## config.mk

```make
export PLATFORM = sky130hd
export DESIGN_NAME = inst_fetch_queue
export DESIGN_NICKNAME = d
export VERILOG_FILES = /design/src/rtl/inst_fetch_queue.sv
export SDC_FILE = /design/constraint.sdc
export NUM_CORES = 1
export LEC_CHECK = 0
export CORE_UTILIZATION = 25
export CTS_CLUSTER_DIAMETER = 30
export DETAILED_ROUTE_END_ITERATION = 10
export PLACE_DENSITY = 0.42
export SLEW_MARGIN = 25
export SYNTH_ARGS = -nofsm -noshare
export SYNTH_HDL_FRONTEND = slang
export SYNTH_SLANG_ARGS = --single-unit
```

## constraint.sdc

```tcl
create_clock -name Clk -period 6.85 [get_ports Clk]
set_input_delay 1.0275 -clock Clk [delete_from_list [all_inputs] [get_ports Clk]]
set_output_delay 1.0275 -clock Clk [all_outputs]
set_load 0.005 [all_outputs]
```

## src/rtl/inst_fetch_queue.sv

```systemverilog
// Instruction fetch stage: issues one req/ack fetch per accepted PC, buffers
// returned words with their addresses in a small queue for the decoder, and
// throttles the PC unit through PcHold.
//
// state | meaning
// IDLE  | no fetch outstanding; issue one when PC is aligned and the queue has room
// REQ   | fetch outstanding; an ack pushes the word and releases the PC
// DROP  | redirect arrived mid-fetch; finish the handshake and discard the word
// ERR   | misaligned PC or fetch timeout; held until a redirect
module inst_fetch_queue #(
  parameter int DEPTH       = 2,
  parameter int ACK_TIMEOUT = 15
) (
  input  logic        Clk,
  input  logic        ReSet,
  input  logic [31:0] PC,
  input  logic        Flush,
  input  logic        DecStall,
  output logic        IMemReq,
  output logic [31:0] IMemAddr,
  input  logic        IMemAck,
  input  logic [31:0] IMemData,
  output logic        PcHold,
  output logic        InstValid,
  output logic [31:0] Inst,
  output logic [31:0] InstPC,
  output logic        FetchErr
);

  localparam int PW = $clog2(DEPTH);
  localparam int CW = PW + 1;
  localparam int TW = $clog2(ACK_TIMEOUT + 1);

  localparam logic [1:0] S_IDLE = 2'd0;
  localparam logic [1:0] S_REQ  = 2'd1;
  localparam logic [1:0] S_DROP = 2'd2;
  localparam logic [1:0] S_ERR  = 2'd3;

  logic [1:0]    state_q, state_d;
  logic [TW-1:0] timer_q, timer_d;
  logic [31:0]   addr_q, addr_d;
  logic          req_q, err_q;

  logic [PW-1:0] rd_ptr_q, wr_ptr_q;
  logic [CW-1:0] count_q, count_d;
  logic [31:0]   data_mem [DEPTH];
  logic [31:0]   addr_mem [DEPTH];

  logic push, pop;

  // A word is accepted only from a live fetch; a redirect in the same cycle discards it.
  assign push = (state_q == S_REQ) && IMemAck && !Flush;
  assign pop  = InstValid && !DecStall;

  assign IMemReq   = req_q;
  assign IMemAddr  = addr_q;
  assign FetchErr  = err_q;
  assign PcHold    = !(Flush || push);
  assign InstValid = (count_q != '0);
  assign Inst      = InstValid ? data_mem[rd_ptr_q] : '0;
  assign InstPC    = InstValid ? addr_mem[rd_ptr_q] : '0;

  // Next-state, timeout timer and fetch-address latch.
  always_comb begin
    state_d = state_q;
    timer_d = timer_q;
    addr_d  = addr_q;
    case (state_q)
      S_IDLE: begin
        if (!Flush) begin
          if (PC[1:0] != 2'b00) begin
            state_d = S_ERR;
          end else if (count_q < CW'(DEPTH)) begin
            state_d = S_REQ;
            addr_d  = PC;
          end
        end
      end
      S_REQ, S_DROP: begin
        if (IMemAck) begin
          state_d = S_IDLE;
          timer_d = '0;
        end else if (timer_q == TW'(ACK_TIMEOUT - 1)) begin
          // Timeout wins over a simultaneous redirect; the redirect must be repeated.
          state_d = S_ERR;
          timer_d = '0;
        end else begin
          timer_d = timer_q + 1'b1;
          if (Flush) state_d = S_DROP;
        end
      end
      default: begin
        if (Flush) state_d = S_IDLE;
      end
    endcase
  end

  // Control state and registered memory-side / error outputs.
  always_ff @(posedge Clk or posedge ReSet) begin
    if (ReSet) begin
      state_q <= S_IDLE;
      timer_q <= '0;
      addr_q  <= '0;
      req_q   <= 1'b0;
      err_q   <= 1'b0;
    end else begin
      state_q <= state_d;
      timer_q <= timer_d;
      addr_q  <= addr_d;
      req_q   <= (state_d == S_REQ) || (state_d == S_DROP);
      err_q   <= (state_d == S_ERR);
    end
  end

  // Occupancy: a redirect empties the queue regardless of push or pop.
  always_comb begin
    count_d = count_q;
    if (Flush) begin
      count_d = '0;
    end else if (push && !pop) begin
      count_d = count_q + 1'b1;
    end else if (pop && !push) begin
      count_d = count_q - 1'b1;
    end
  end

  // Queue pointers; DEPTH is a power of two so they wrap naturally.
  always_ff @(posedge Clk or posedge ReSet) begin
    if (ReSet) begin
      rd_ptr_q <= '0;
      wr_ptr_q <= '0;
      count_q  <= '0;
    end else begin
      count_q <= count_d;
      if (Flush) begin
        rd_ptr_q <= '0;
        wr_ptr_q <= '0;
      end else begin
        if (pop)  rd_ptr_q <= rd_ptr_q + 1'b1;
        if (push) wr_ptr_q <= wr_ptr_q + 1'b1;
      end
    end
  end

  // Queue storage; contents are masked by InstValid so they need no reset.
  always_ff @(posedge Clk) begin
    if (push) begin
      data_mem[wr_ptr_q] <= IMemData;
      addr_mem[wr_ptr_q] <= addr_q;
    end
  end

endmodule
```

# Word level (Yosys, flattened, before mapping)
# Memory sizes are Yosys's and may differ from the RTL's.
# Cells that the tools add are included.
[totals] register_bits=44 ramBits=128 elab_cells=65 n_memories=2
[op_classes] n_addsub=5 n_lt_le_gt_ge=1 eq_ne=6 mux=21 bitwise_logic=2 reduce_logical=20
[memory_table] name="addr_mem" depth=2 width=32 rd=1 rd_ports_with_merged_regs=0 write_ports=1 line_no="47" text="logic [31:0] addr_mem [DEPTH];"
[memory_table] name="data_mem" depth=2 width=32 rd=1 rd_ports_with_merged_regs=0 write_ports=1 line_no="46" text="logic [31:0] data_mem [DEPTH];"
[op_table] cell="$mux 32" count=2
[op_table] cell="$mux 2" count=10
[op_table] cell="$mux 4" count=2
[op_table] cell="$reduce_bool 2->1" count=4
[op_table] cell="$eq 2x2->1 const B" count=3
[op_table] cell="$mux 1" count=6
[op_table] cell="$logic_and 1x1->1" count=5
[op_table] cell="$logic_not 1->1" count=5
[op_table] cell="$add 4x1->4 const B" count=1
[op_table] cell="$eq 2x1->1 const B" count=2
[op_table] cell="$eq 4x4->1 const B" count=1
[op_table] cell="$pmux 2 s2" count=1
[op_table] cell="$reduce_and 4->1" count=1
[op_table] cell="$reduce_bool 3->1" count=1
[op_table] cell="$add 1x1->1 const B" count=2
[op_table] cell="$add 2x1->2 const B" count=1
[op_table] cell="$logic_not 2->1" count=1
[op_table] cell="$logic_or 1x1->1" count=2
[op_table] cell="$lt 2x2->1 const B" count=1
[op_table] cell="$not 1->1" count=2
[op_table] cell="$reduce_or 2->1" count=1
[op_table] cell="$sub 2x1->2 const B" count=1

# Depth between registers and ports, before layout
# Gate-level depths: netlist of run 1.
[depth] word_depth=8 ltp_mapped=7 ltp_nobuf=7

# Worst setup path before layout of run 1
# OpenSTA, ideal clock, no wires.
[synth_path] path_type="input-to-reg" startpoint="input port IMemAck" endpoint="memory addr_mem[1][0], enable pin" setup_ps=578 t_arrival_ps=5897 required_ps=6272 slack_ps=375 cell_stages=2 path_buffers=0 path_cell_list="nand2_1 nor3b_1"
[synth_via] elab_chain_cells=4
[synth_rtl] element="start, declared" line_no="21" text="input logic IMemAck,"
[synth_rtl] element="$logic_and 1x1->1 (2 in series)" line_no="52" text="assign push = (state_q == S_REQ) && IMemAck && !Flush;"
[synth_rtl] element="$mux 1" line_no="147" text="if (push) begin"
[synth_rtl] element="$mux 1 (not written as such)" line_no="149" text="addr_mem[wr_ptr_q] <= addr_q;"
[synth_rtl] element="end, declared" line_no="47"
# No other way between the ends.

# Worst setup path after layout of run 1
[layout_path] startpoint="register count_q[1]" endpoint="output port InstPC[27]"
[layout_via] elab_chain_cells=2
[layout_rtl] element="start, declared" line_no="45" text="logic [CW-1:0] count_q, count_d;"
[layout_rtl] element="start signal, assigned" line_no="134" text="count_q <= count_d;"
[layout_rtl] element="$reduce_bool 2->1" line_no="59" text="assign InstValid = (count_q != '0);"
[layout_rtl] element="$mux 32" line_no="61" text="assign InstPC = InstValid ? addr_mem[rd_ptr_q] : '0;"
[layout_rtl] element="end, declared" line_no="26" text="output logic [31:0] InstPC,"
# No other way between the ends.

==> results of run 1 <==
==> cells in the mapped netlist (2+ instances only) <==
| cell | n | area (µm²) |
|---|---|---|
| mux2_1 | 7 | 78.8 |
| mux2_2 | 24 | 270 |
| buf_6 | 4 | 45.0 |
| nand2b_1 | 2 | 12.5 |
| edfxtp_1 | 128 | 3840 |
| nor3_1 | 2 | 10.0 |
| clkbuf_1 | 2 | 7.51 |
| nand3_1 | 4 | 20.0 |
| nor3b_1 | 2 | 15.0 |
| a31oi_1 | 2 | 12.5 |
| nor2_1 | 73 | 274 |
| dfrtp_1 | 44 | 1100 |
| o21ai_0 | 8 | 40.0 |
| inv_1 | 5 | 18.8 |
| buf_2 | 11 | 55.1 |
| mux2i_1 | 64 | 641 |
| nand2_1 | 3 | 11.3 |
| o21a_1 | 2 | 15.0 |
| ha_1 | 6 | 75.1 |
| nor2b_1 | 4 | 25.0 |
| a21oi_1 | 6 | 30.0 |
==> power groups by stage <==
stage / clock network [mW] / logic, mW / registers (mW)
floorplan: 0 / 0.274 / 1.45
global placement: 0 / 0.638 / 1.47
detailed placement: 0 / 0.646 / 1.49
CTS: 0.968 / 0.650 / 1.47
global route: 1.02 / 0.687 / 1.49
finish: 0.935 / 0.634 / 1.46
==> kinds of logic (layout without fill, tap and decap cells) <==
family,Yosys count,in the layout,synth area share (%)
AOI/OAI and AO/OA,23,23,2.05
xor gates and xnor gates,2,2,0.261
adders and majority gates,6,6,1.12
buffers and inverters,24,213,2.07
DFF,172,172,73.6
muxes,95,95,14.7
and+or+nand+nor,94,94,6.15
==> flip-flops by register name, summed over array words and instances (netlist names) <==
signal and cells:
wr_ptr_q 1, data_mem 64, FetchErr 1, timer_q 4, IMemReq 1, state_q 2, addr_mem 64, IMemAddr 32
rd_ptr_q 1, count_q 2
==> layout make-up <==
class | count | area (µm²) | area share, %
clock buffers | 19 | 443 | 4.74
clock inverters | 13 | 128 | 1.36
inverters | 6 | 28.8 | 0.308
multi-input cells | 220 | 1650 | 17.6
flip-flops and latches | 172 | 4950 | 52.9
well taps | 335 | 419 | 4.48
repair buffers | 175 | 1730 | 18.5
==> through the flow <==
stage | cell area [µm²] | util (%) | worst slack (ns) | power (mW)
after global placement | 8780 | 33.5 | 3.33 | 2.11
after floorplan | 6720 | - | 0.375 | 1.72
after global routing | 9350 | 35.7 | 2.79 | 3.19
after CTS | 9350 | 35.7 | 2.88 | 3.08
final | 9350 | 35.7 | 3.01 | 3.03
after detailed placement | 8780 | 33.5 | 3.26 | 2.13
==> worst max-delay path: stages, from the launching register on <==
cell,delay [ns]
dfrtp_1,0.51
nor2_4,0.69
buf_4,0.53
nor2_1,0.14
clkdlybuf4s50_1,0.47
==> layer usage <==
metal / global-route usage (%) / up-vias / wire length (µm)
met5: 0 / - / 0
met4: 4.27 / 0 / 216
met3: 3.29 / 15 / 874
met2: 19.0 / 109 / 7470
met1: 14.9 / 1928 / 6810
li1: - / 1875 / -
==> final timing paths <==
check	depth (start not counted)	start	end
min in group asynchronous	2	ReSet	FetchErr
max in group asynchronous	2	ReSet	rd_ptr_q
worst max-delay path	4	count_q[1]	InstPC[27]
worst max register to register	6	state_q[1]	IMemAddr[29]
worst min-delay path	0	IMemAddr[17]	addr_mem[1][17]
worst min register to register	0	IMemAddr[17]	addr_mem[1][17]
==> summary.txt, run 1 <==
Place
  – Placed Cells: 908
  – Final Wtd Congestion: 0.688
  – HPWL after DPL: 9.89 mm
  – I/O Buffers: 168

STA
  – Setup violators final: 0
  – RSZ-0062 raised after global routing: false
  – Clk_skew: 0.00976 ns
  – Setup TNS: 0 ns
  – Fmax: 0.261 GHz
  – Worst hold margin: 0.501 ns
  – Slew margin rel.: 43.7%
  – Worst Tran Pin Value: 0.842 ns
  – Crit path time final: 3.84 ns
  – Fin. Hold Viols: 0
  – Max-slew violations: 0
  – Post-route clock period utilization: 56.0%

Logic synthesis
  – Seq/Total Area, Yosys: 73.6%
  – Yosys cell types: 34
  – Ys async rst share: 25.6%
  – EDFF count, synth: 128
  – Mapped cell area: 6720 µm²
  – Primary FF master, synth: edfxtp_1
  – YS warnings: 0
  – #FFs+latches synth: 172
  – Mapped Avg Cell Area: 16.1 µm²
  – Synth Instances: 416
  – Synthesized net count: 491

Layout
  – Non-Filler Instances: 940
  – Most common cell after layout, fill and taps aside: clkdlybuf4s50_1
  – Final nets: 667
  – Share of layout cells above drive strength 1: 11.6%
  – Area growth syn-to-layout: 39.2%
  – Number of diodes: 0
  – Commonest cells after routing, fill and taps aside: clkdlybuf4s50_1, edfxtp_1, nor2_1
  – Number of fill cells: 2493

Floorplanning
  – Die height: 166 µm
  – I/O Pins: 169
  – DIE AREA: 27500 µm²
  – Placeable Area: 26200 µm²
  – Initial Util: 25.6%
  – Die X: 166 µm
  – # rows: 59

GRT
  – Gr usage total: 11.7%
  – Initial antenna violation count: 0
  – Total global routing overflow: 0
  – Number of global-route vias before repair: 4083
  – Largest net degree at the start of global routing: 45
  – First-pass GRT wire length: 24.4 mm

CTS
  – Setup Buffers After CTS: 0
  – Clock Sinks: 172
  – TritonCTS Buffers: 17
  – Clock Tree Buf Depth: 2
  – Worst skew pair latency: 0.42 ns
  – Post-CTS sizing: 0
  – CTS Hold Bufs: 0
  – H-tree levels: 4
  – CTS tree: yes
  – CTS clk-pin slew, worst paths: 0.07 ns
  – CTS Root Cell: clkbuf_16

Critical path
  – Critical Path Sink Type: output port
  – Setup slack, reg-to-reg: 4.42 ns
  – Worst-path maximum fanout: 35
  – Required @ worst endpoint: 5.82 ns
  – Arrival time at the worst endpoint: 2.81 ns
  – WS Path Type: register to output port
  – CP Launch Type: register

Power
  – Switching pwr: 0.823 mW
  – Clk network pwr share: 30.9%
  – Peak supply drop: 122 µV
  – Comb power frac: 20.9%
  – Internal: 2.21 mW
  – PwrDens: 324 nW/µm²
  – Switching fraction of total power: 27.2%
  – Lkg Pwr: 3.17 nW
  – Seq pwr share: 48.2%

Routing
  – Detail Route Antenna Nets: 0
  – DR DRC count: 13
  – Routed WL: 15.4 mm
  – Routed wire per std cell: 16.3 µm
  – Vias per cell: 4.18
  – DRT iter0 DRCs: 210
  – DR pass1 iterations: 9
  – Via count: 3927

Flow run
  – Max Cap Viol: 0

Outcome
  – Failing checks: design-rule violations
  – Run status: finished with violations

Min path
  – HP Class: register to register
Power figures use the tool's default switching activity.
==> inputs of run 2 (changes only) <==
==> constraint.sdc (replaced) <==
create_clock -name Clk -period 3.9 [get_ports Clk]
set_input_delay 0.585 -clock Clk [delete_from_list [all_inputs] [get_ports Clk]]
set_output_delay 0.585 -clock Clk [all_outputs]
set_load 0.005 [all_outputs]
==> run 2 against run 1 <==
Effect of this change: the flow still finishes with violations (design-rule violations); core utilization up 0.37 points; worst setup slack worse by 2.2 ns; final area increased by 1.0%; highest routed layer unchanged; sequential cell count did not move; global-route usage down 0.36 points; clock skew rose by 0.0022 ns; combinational power up 77%; sequential share of layout area shrank 0.54 points; final cell count unchanged; first-iteration DRC count down 0.48%.
==> summary.txt, run 2 (synthesis gave the netlist of run 1 again) <==
Outcome
  – Run status: finished with violations
  – Failing checks: design-rule violations

GRT
  – Largest net degree at the start of global routing: 65
  – Initial antenna violation count: 0
  – Number of global-route vias before repair: 4213
  – Total global routing overflow: 0
  – Gr usage total: 11.3%
  – First-pass GRT wire length: 24.0 mm

Routing
  – DR WL met2: 7.35 mm
  – DR pass1 iterations: 10
  – Detail Route Antenna Nets: 0
  – Vias per cell: 4.19
  – Met3 Wirelength: 840 µm
  – Top sig layer: met4
  – Via count: 3941
  – Met1 Wirelength: 6.78 mm
  – DRT iter0 DRCs: 209
  – Routed wire per std cell: 16.1 µm
  – Routed WL: 15.1 mm
  – DR DRC count: 12

CTS
  – Post-CTS sizing: 0
  – TritonCTS Buffers: 17
  – CTS clk-pin slew, worst paths: 0.07 ns
  – Clock Sinks: 172
  – Setup Buffers After CTS: 0
  – H-tree levels: 4
  – CTS Root Cell: clkbuf_16
  – CTS tree: yes
  – Worst skew pair latency: 0.42 ns
  – CTS Hold Bufs: 0
  – Clock Tree Buf Depth: 2

Min path
  – HP Class: register to register

STA
  – Crit path time final: 3.05 ns
  – Post-route clock period utilization: 78.3%
  – Clk_skew: 0.0119 ns
  – Worst hold margin: 0.493 ns
  – Setup violators final: 0
  – Fmax: 0.328 GHz
  – RSZ-0062 raised after global routing: false
  – Fin. Hold Viols: 0
  – Setup TNS: 0 ns
  – Worst Tran Pin Value: 0.807 ns
  – Max-slew violations: 0
  – Slew margin rel.: 46.1%

Layout
  – Final nets: 667
  – Number of diodes: 0
  – Number of fill cells: 2480
  – Footprint of the multi-input gates: 1660 µm²
  – Area growth syn-to-layout: 40.7%
  – Most common cell after layout, fill and taps aside: clkdlybuf4s50_1
  – Share of layout cells above drive strength 1: 11.6%
  – Commonest cells after routing, fill and taps aside: clkdlybuf4s50_1, edfxtp_1, nor2_1
  – Sequential cell area: 4950 µm²

Critical path
  – WS Path Type: register to output port
  – CP Launch Type: register
  – Worst-path maximum fanout: 39
  – Required @ worst endpoint: 3.31 ns
  – Critical Path Sink Type: output port
  – Arrival time at the worst endpoint: 2.47 ns

Floorplanning
  – Die height: 166 µm
  – Placeable Area: 26200 µm²
  – Initial Util: 25.6%
  – I/O Pins: 169
  – Die X: 166 µm
  – DIE AREA: 27500 µm²
  – # rows: 59

Place
  – I/O Buffers: 168
  – HPWL after DPL: 9.59 mm
  – Final Wtd Congestion: 0.694

Power
  – Lkg Pwr: 3.21 nW
  – PwrDens: 573 nW/µm²
  – Peak supply drop: 227 µV

Flow run
  – Max Cap Viol: 0
[run 2: cell count changes in the layout (fill, tap and decap cells not counted), moves of 2 or more]
cell and change:
inv_8 -2, bufinv_16 +2, buf_4 -4, buf_12 +3
[run 2: per-layer routing]
metal  vias up  GRT usage, %
li1       1877             -
met1      1955          14.0
met2       102          19.0
met3         7          3.67
met4         0          3.09
met5         -             0
[run 2: worst paths after layout]
check	cells past startpoint	slack, ns	to	startpoint
max	4	0.85	InstPC[16]	count_q[1]
min	0	0.49	addr_mem[1][19]	IMemAddr[19]
max reg2reg	5	1.86	addr_mem[1][14]	state_q[1]
min reg2reg	0	0.49	addr_mem[1][19]	IMemAddr[19]
max in group asynchronous	3	2.57	IMemAddr[7]	ReSet
min in group asynchronous	2	0.64	IMemAddr[18]	ReSet
[run 2: final cells by class]
| class | count | area share [%] |
|---|---|---|
| timing repair buffer | 175 | 19.0 |
| clock buffer | 19 | 4.69 |
| clock inverter | 13 | 1.64 |
| tap | 335 | 4.44 |
| inverter | 6 | 0.291 |
| multi-input combinational | 220 | 17.6 |
| sequential | 172 | 52.4 |
[run 2: worst max-delay path: stages (launching register included)]
cell and delay [ns]:
dfrtp_1 0.50, nor2_4 0.63, buf_12 0.30, nor2_1 0.11, clkdlybuf4s50_1 0.47
[run 2: stage by stage]
stage	utilization [%]	std cells	worst slack, ns	instance area, µm²	power (mW)
after floorplan	-	416	0.0580	6730	3.02
after global placement	33.7	907	1.07	8820	3.73
after detailed placement	33.7	907	1.03	8820	3.75
after CTS	35.9	939	0.572	9420	5.50
after global routing	36.1	940	0.651	9450	5.70
final	36.1	940	0.848	9450	5.41
[run 2: power breakdown]
part           internal, mW  total (mW)  leakage (nW)  switching, mW
sequential             2.33        2.57          1.71          0.240
clock                 0.979        1.72         0.288          0.743
combinational         0.695        1.12          1.22          0.425
==> inputs of run 3 (changes only) <==
==> constraint.sdc (replaced) <==
create_clock -name Clk -period 3.2 [get_ports Clk]
set_input_delay 0.48 -clock Clk [delete_from_list [all_inputs] [get_ports Clk]]
set_output_delay 0.48 -clock Clk [all_outputs]
set_load 0.005 [all_outputs]
==> run 3 against run 2 <==
Effect of this change: the run still ends with design-rule violations left; worst setup slack got worse by 0.45 ns; power rose by 19%; sequential share of layout area rose by 0.15 points; final cell count rose by 0.74%; non-clock buffer count rose by 7; core utilization fell by 0.10 points; critical path depth did not move; sequential power rose by 21%; first-iteration DRC count fell by 25%; critical endpoint unchanged; largest power group unchanged.
==> summary.txt, run 3 (synthesis gave the netlist of run 1 again) <==
Outcome
  – Run status: finished with violations
  – Failing checks: design-rule violations

Routing
  – DR DRC count: 7
  – DRT iter0 DRCs: 156
  – Vias per cell: 4.17
  – DR pass1 iterations: 9
  – Routed WL: 15.2 mm
  – Routed wire per std cell: 16.1 µm
  – Detail Route Antenna Nets: 0
  – Via count: 3950

Layout
  – Number of diodes: 0
  – Most common cell after layout, fill and taps aside: clkdlybuf4s50_1
  – Final Cell Area: 9420 µm²
  – Sequential cell area: 4950 µm²
  – Area growth syn-to-layout: 40.3%
  – Commonest cells after routing, fill and taps aside: clkdlybuf4s50_1, edfxtp_1, nor2_1
  – Number of fill cells: 2495
  – Fin util: 36.0%
  – Final nets: 674
  – Share of layout cells above drive strength 1: 12.6%
  – Non-Filler Instances: 947
  – Footprint of the multi-input gates: 1660 µm²

Critical path
  – Arrival time at the worst endpoint: 2.33 ns
  – Setup slack, reg-to-reg: 1.14 ns
  – Critical path origin: rd_ptr_q
  – Required @ worst endpoint: 2.72 ns
  – R2r startpoint: state_q[1]
  – WS Path Type: register to output port
  – Reg-to-reg endpoint: addr_mem[1][14]
  – Worst-path maximum fanout: 30
  – CP Launch Type: register
  – Critical Path Sink Type: output port
  – Critical Path Sink: InstPC[16]
  – Reg2Reg Depth: 5

STA
  – RSZ-0062 raised after global routing: false
  – Max-slew violations: 0
  – Fin. Hold Viols: 0
  – Post-route clock period utilization: 87.7%
  – Crit path time final: 2.81 ns
  – Worst Tran Pin Value: 0.845 ns
  – Setup violators final: 0
  – Slew margin rel.: 43.6%
  – Clk_skew: 0.00945 ns
  – Setup ws final: 0.395 ns
  – Worst hold margin: 0.498 ns
  – Setup TNS: 0 ns
  – Fmax: 0.356 GHz

Floorplanning
  – Die X: 166 µm
  – Initial Util: 25.6%
  – # rows: 59
  – Die height: 166 µm
  – DIE AREA: 27500 µm²
  – Placeable Area: 26200 µm²
  – I/O Pins: 169

CTS
  – CTS clk-pin slew, worst paths: 0.07 ns
  – CTS Root Cell: clkbuf_16
  – Post-CTS sizing: 0
  – H-tree levels: 4
  – Clock Tree Buf Depth: 2
  – Clock Sinks: 172
  – Setup Buffers After CTS: 0
  – CTS Hold Bufs: 0
  – TritonCTS Buffers: 17
  – CTS tree: yes
  – Worst skew pair latency: 0.42 ns

Place
  – Post-Place Setup Slack: 0.676 ns
  – Area after DPL: 8870 µm²
  – Placed Cells: 915
  – HPWL after DPL: 10.3 mm
  – Final Wtd Congestion: 0.683
  – I/O Buffers: 168

Power
  – PwrDens: 683 nW/µm²
  – Peak supply drop: 295 µV
  – Lkg Pwr: 3.21 nW
  – Power, Total: 6.44 mW

GRT
  – First-pass GRT wire length: 24.3 mm
  – Met2 GRT Util: 19.4%
  – Largest net degree at the start of global routing: 38
  – Top Usage Layer GRT: met2
  – Number of global-route vias before repair: 4250
  – Gr usage total: 11.7%
  – Grt met1 use: 14.3%
  – Initial antenna violation count: 0
  – Total global routing overflow: 0
  – Grt met3 use: 3.84%

Min path
  – HP Class: register to register

Flow run
  – Max Cap Viol: 0
## run 3: layout make-up
| class | count | area share (%) |
|---|---|---|
| sequential | 172 | 52.5 |
| timing repair buffer | 182 | 19.2 |
| clock inverter | 13 | 1.16 |
| tap | 335 | 4.45 |
| multi-input combinational | 220 | 17.6 |
| inverter | 6 | 0.292 |
| clock buffer | 19 | 4.70 |
## run 3: worst min-delay path by stage
stage	from	end	slack [ns]	cells after the start
2_1_floorplan	IMemAddr[0]	addr_mem[0][0]	0.48	0
4_1_cts	IMemAddr[12]	addr_mem[0][12]	0.51	0
3_5_place_dp	IMemAddr[17]	addr_mem[1][17]	0.49	0
6_report	IMemAddr[3]	addr_mem[1][3]	0.50	0
3_3_place_gp	IMemAddr[20]	addr_mem[0][20]	0.47	0
5_1_grt	IMemAddr[16]	addr_mem[0][16]	0.51	0
## run 3: report_power, final
| part | switching [mW] | internal, mW | total [mW] | leakage (nW) |
|---|---|---|---|---|
| clock | 0.900 | 1.03 | 1.93 | 0.263 |
| sequential | 0.280 | 2.84 | 3.12 | 1.71 |
| combinational | 0.530 | 0.853 | 1.38 | 1.25 |
| total | 1.71 | 4.73 | 6.44 | 3.21 |
## run 3: metal layers
layer	share of wire [%]	wire (µm)
met5	0	0
met4	0.89	136
met3	6.3	953
met2	50	7590
met1	43	6560
## run 3: worst max-delay path: stages, from the launching register on
cell and delay, ns:
dfrtp_4 0.80, buf_12 0.29, mux2i_1 0.10, nor2_1 0.16, clkdlybuf4s50_1 0.53
==> patch, RTL diff (flow settings as in run 2) <==
Make the reset (`ReSet`) synchronous in 2 clocked blocks.
--- a/src/rtl/inst_fetch_queue.sv
+++ b/src/rtl/inst_fetch_queue.sv
@@ -97,5 +97,5 @@
 
   // Control state and registered memory-side / error outputs.
-  always_ff @(posedge Clk or posedge ReSet) begin
+  always_ff @(posedge Clk) begin
     if (ReSet) begin
       state_q <= S_IDLE;
@@ -126,5 +126,5 @@
 
   // Queue pointers; DEPTH is a power of two so they wrap naturally.
-  always_ff @(posedge Clk or posedge ReSet) begin
+  always_ff @(posedge Clk) begin
     if (ReSet) begin
       rd_ptr_q <= '0;
Function: differs if ReSet is asserted again (counterexample within 4 cycles, from zero or initial values and one cycle with ReSet high); with ReSet held inactive, the same outputs for 4 cycles.
==> patch against run 2 <==
- register-to-register slack worse by 0.20 ns
- critical path depth stayed put
- clock skew is 0.00076 ns lower
- sequential cell count is 1 higher
- worst setup slack worse by 0.091 ns
- wire length is 3.5% higher
- area after synthesis is 1.4% lower
- first-iteration DRC count is 22% higher
- die area is 1.4% lower
- maximum frequency is 2.9% lower
- design area is 2.0% lower
- highest routed layer unchanged
Power is not compared: it rests on default switching activity, and its combinational part moved more than twofold at a synthesized area within 25%.
==> patch: results (changes against run 2) <==
- DRC violation total after the first TritonRoute iteration: 255 (+22%)
- Fraction of final layout cells with drive strength greater than 1: 0.07025 (-0.04545)
- Met2 wire length: 7227 µm (-1.7%)
- Number of instances in the placed design: 972 (+7.2%)
- Worst-Margin Slew: 0.9583 ns (+0.1517 ns)
- DP HPWL: 10360 µm (+8.0%)
- Number of distinct library cells after synthesis: 30 (-12%)
- Worst setup skew after layout: 0.01115 ns (-0.0007592 ns)
- Total number of H-tree levels: 4 (unchanged)
- Post-synthesis xor/xnor area fraction: 0.007937 (+0.005328)
- Root Driver: sky130_fd_sc_hd__clkbuf_16
- Peak ir drop on the vdd network: 0.2312 mV
- Routability Congestion: 0.7450 (+7.4%)
- Total routing usage reported by global routing: 0.1179 (+0.004523)
- Worst endpoint data arrival time: 2.56 ns (+0.09 ns)
- Area post-placement: 8666 µm² (-1.8%)
- Post-Route Setup TNS: 0 ns (unchanged)
- First-pass DRT Iterations: 4 (-6)
- Vias after detailed routing: 4226 (+7.2%)
- Adder-cell share of the synthesized area: 0.01323 (+0.002050)
- Share of async-settable or async-resettable flops after synthesis: 0 (-0.2558)
- Wire length per cell after detailed routing: 15.54 µm (-3.2%)
- Number of warnings printed during yosys synthesis: 0 (unchanged)
- Worst slack, placed: 0.9722 ns (-0.05868 ns)
- HP Start: IMemAddr[1]
- Multiplexer fraction of the synthesized cell area: 0.09826 (-0.04909)
- Resized cells post-CTS: 0 (unchanged)
- Nets@finish: 732 (+9.7%)
- Max stage delay cell, worst path: sky130_fd_sc_hd__dfxtp_4
- Wire length on met3: 954 µm (+14%)
- Largest incremental delay on the critical path: 0.92 ns (+0.29 ns)
- Initial antenna violation count: 1 (+1)
- Number of standard cells after synthesis: 489 (+18%)
- Post-detailed-route via-to-cell ratio: 4.205 (+0.30%)
- Run status: complete, no violations
- Worst-path maximum fanout: 52 (+33%)
- Leakage power total: 2.979 nW
- Beginning of the worst register-to-register path: state_q[1]
- Compound-Gate Fraction of Synth Area: 0.03704 (+0.01655)
- Syn nets: 565 (+15%)
- First-pass GRT wire length: 23470 µm (-2.1%)
- Top area cells in the synthesized netlist: sky130_fd_sc_hd__edfxtp_1 (58%), sky130_fd_sc_hd__dfxtp_1 (14%), sky130_fd_sc_hd__mux2i_1 (9.8%), sky130_fd_sc_hd__nor2_1 (4.2%), sky130_fd_sc_hd__nand2_1 (3.5%)
- Family with the most delay on the worst path: flip-flops
- Sequential element share of the synthesized area: 0.7166 (-0.01966)
- Leading cell types by count after synthesis: sky130_fd_sc_hd__edfxtp_1 (128), sky130_fd_sc_hd__nor2_1 (74), sky130_fd_sc_hd__mux2i_1 (65), sky130_fd_sc_hd__nand2_1 (61), sky130_fd_sc_hd__dfxtp_1 (45)
- DRT met1 WL: 7229 µm (+6.6%)
## patch: cell count changes after synthesis, moves of 5 or more
cell / change
sky130_fd_sc_hd__a21oi_1: +31
sky130_fd_sc_hd__buf_1: +5
sky130_fd_sc_hd__dfrtp_1: -44
sky130_fd_sc_hd__dfxtp_1: +45
sky130_fd_sc_hd__mux2_1: -7
sky130_fd_sc_hd__mux2_2: -24
sky130_fd_sc_hd__nand2_1: +58
sky130_fd_sc_hd__nor3_1: +8
## patch: report_power, final
| part | internal (mW) | switching (mW) | total [mW] |
|---|---|---|---|
| sequential | 2.01 | 0.0279 | 2.04 |
| combinational | 0.163 | 0.138 | 0.301 |
| clock | 0.955 | 0.727 | 1.68 |
| total | 3.13 | 0.893 | 4.02 |
## patch: final timing paths
path                    end  slack (ns)
max               InstPC[5]        0.76
min          addr_mem[1][1]        0.47
min reg2reg  addr_mem[1][1]        0.47
max reg2reg  data_mem[1][1]        1.66
## patch: layout make-up
cell class	count	area (µm²)
Sequential cell	173	4748
Clock inverter	15	163.9
Timing Repair Buffer	174	1734
Fill cell	2548	16730
Multi-Input combinational cell	285	1745
Tap cell	335	419.2
Clock buffer	17	425.4
Inverter	5	18.77
Antenna cell	1	2.502
## patch: logic make-up (layout without fill, tap and decap cells)
group,Yosys count,after routing
DFF,173,173
and+or+nand+nor,161,161
muxes,65,65
AOI/OAI and AO/OA,46,46
buffers and inverters,31,211
adders and majority gates,7,7
xor gates and xnor gates,6,6
other,0,1
## patch: layer usage
metal | vias to the layer above | global-route usage
met3 | 12 | 0.03164
li1 | 2082 | -
met1 | 2009 | 0.1571
met5 | - | 0
met4 | 0 | 0.04962
met2 | 123 | 0.1799
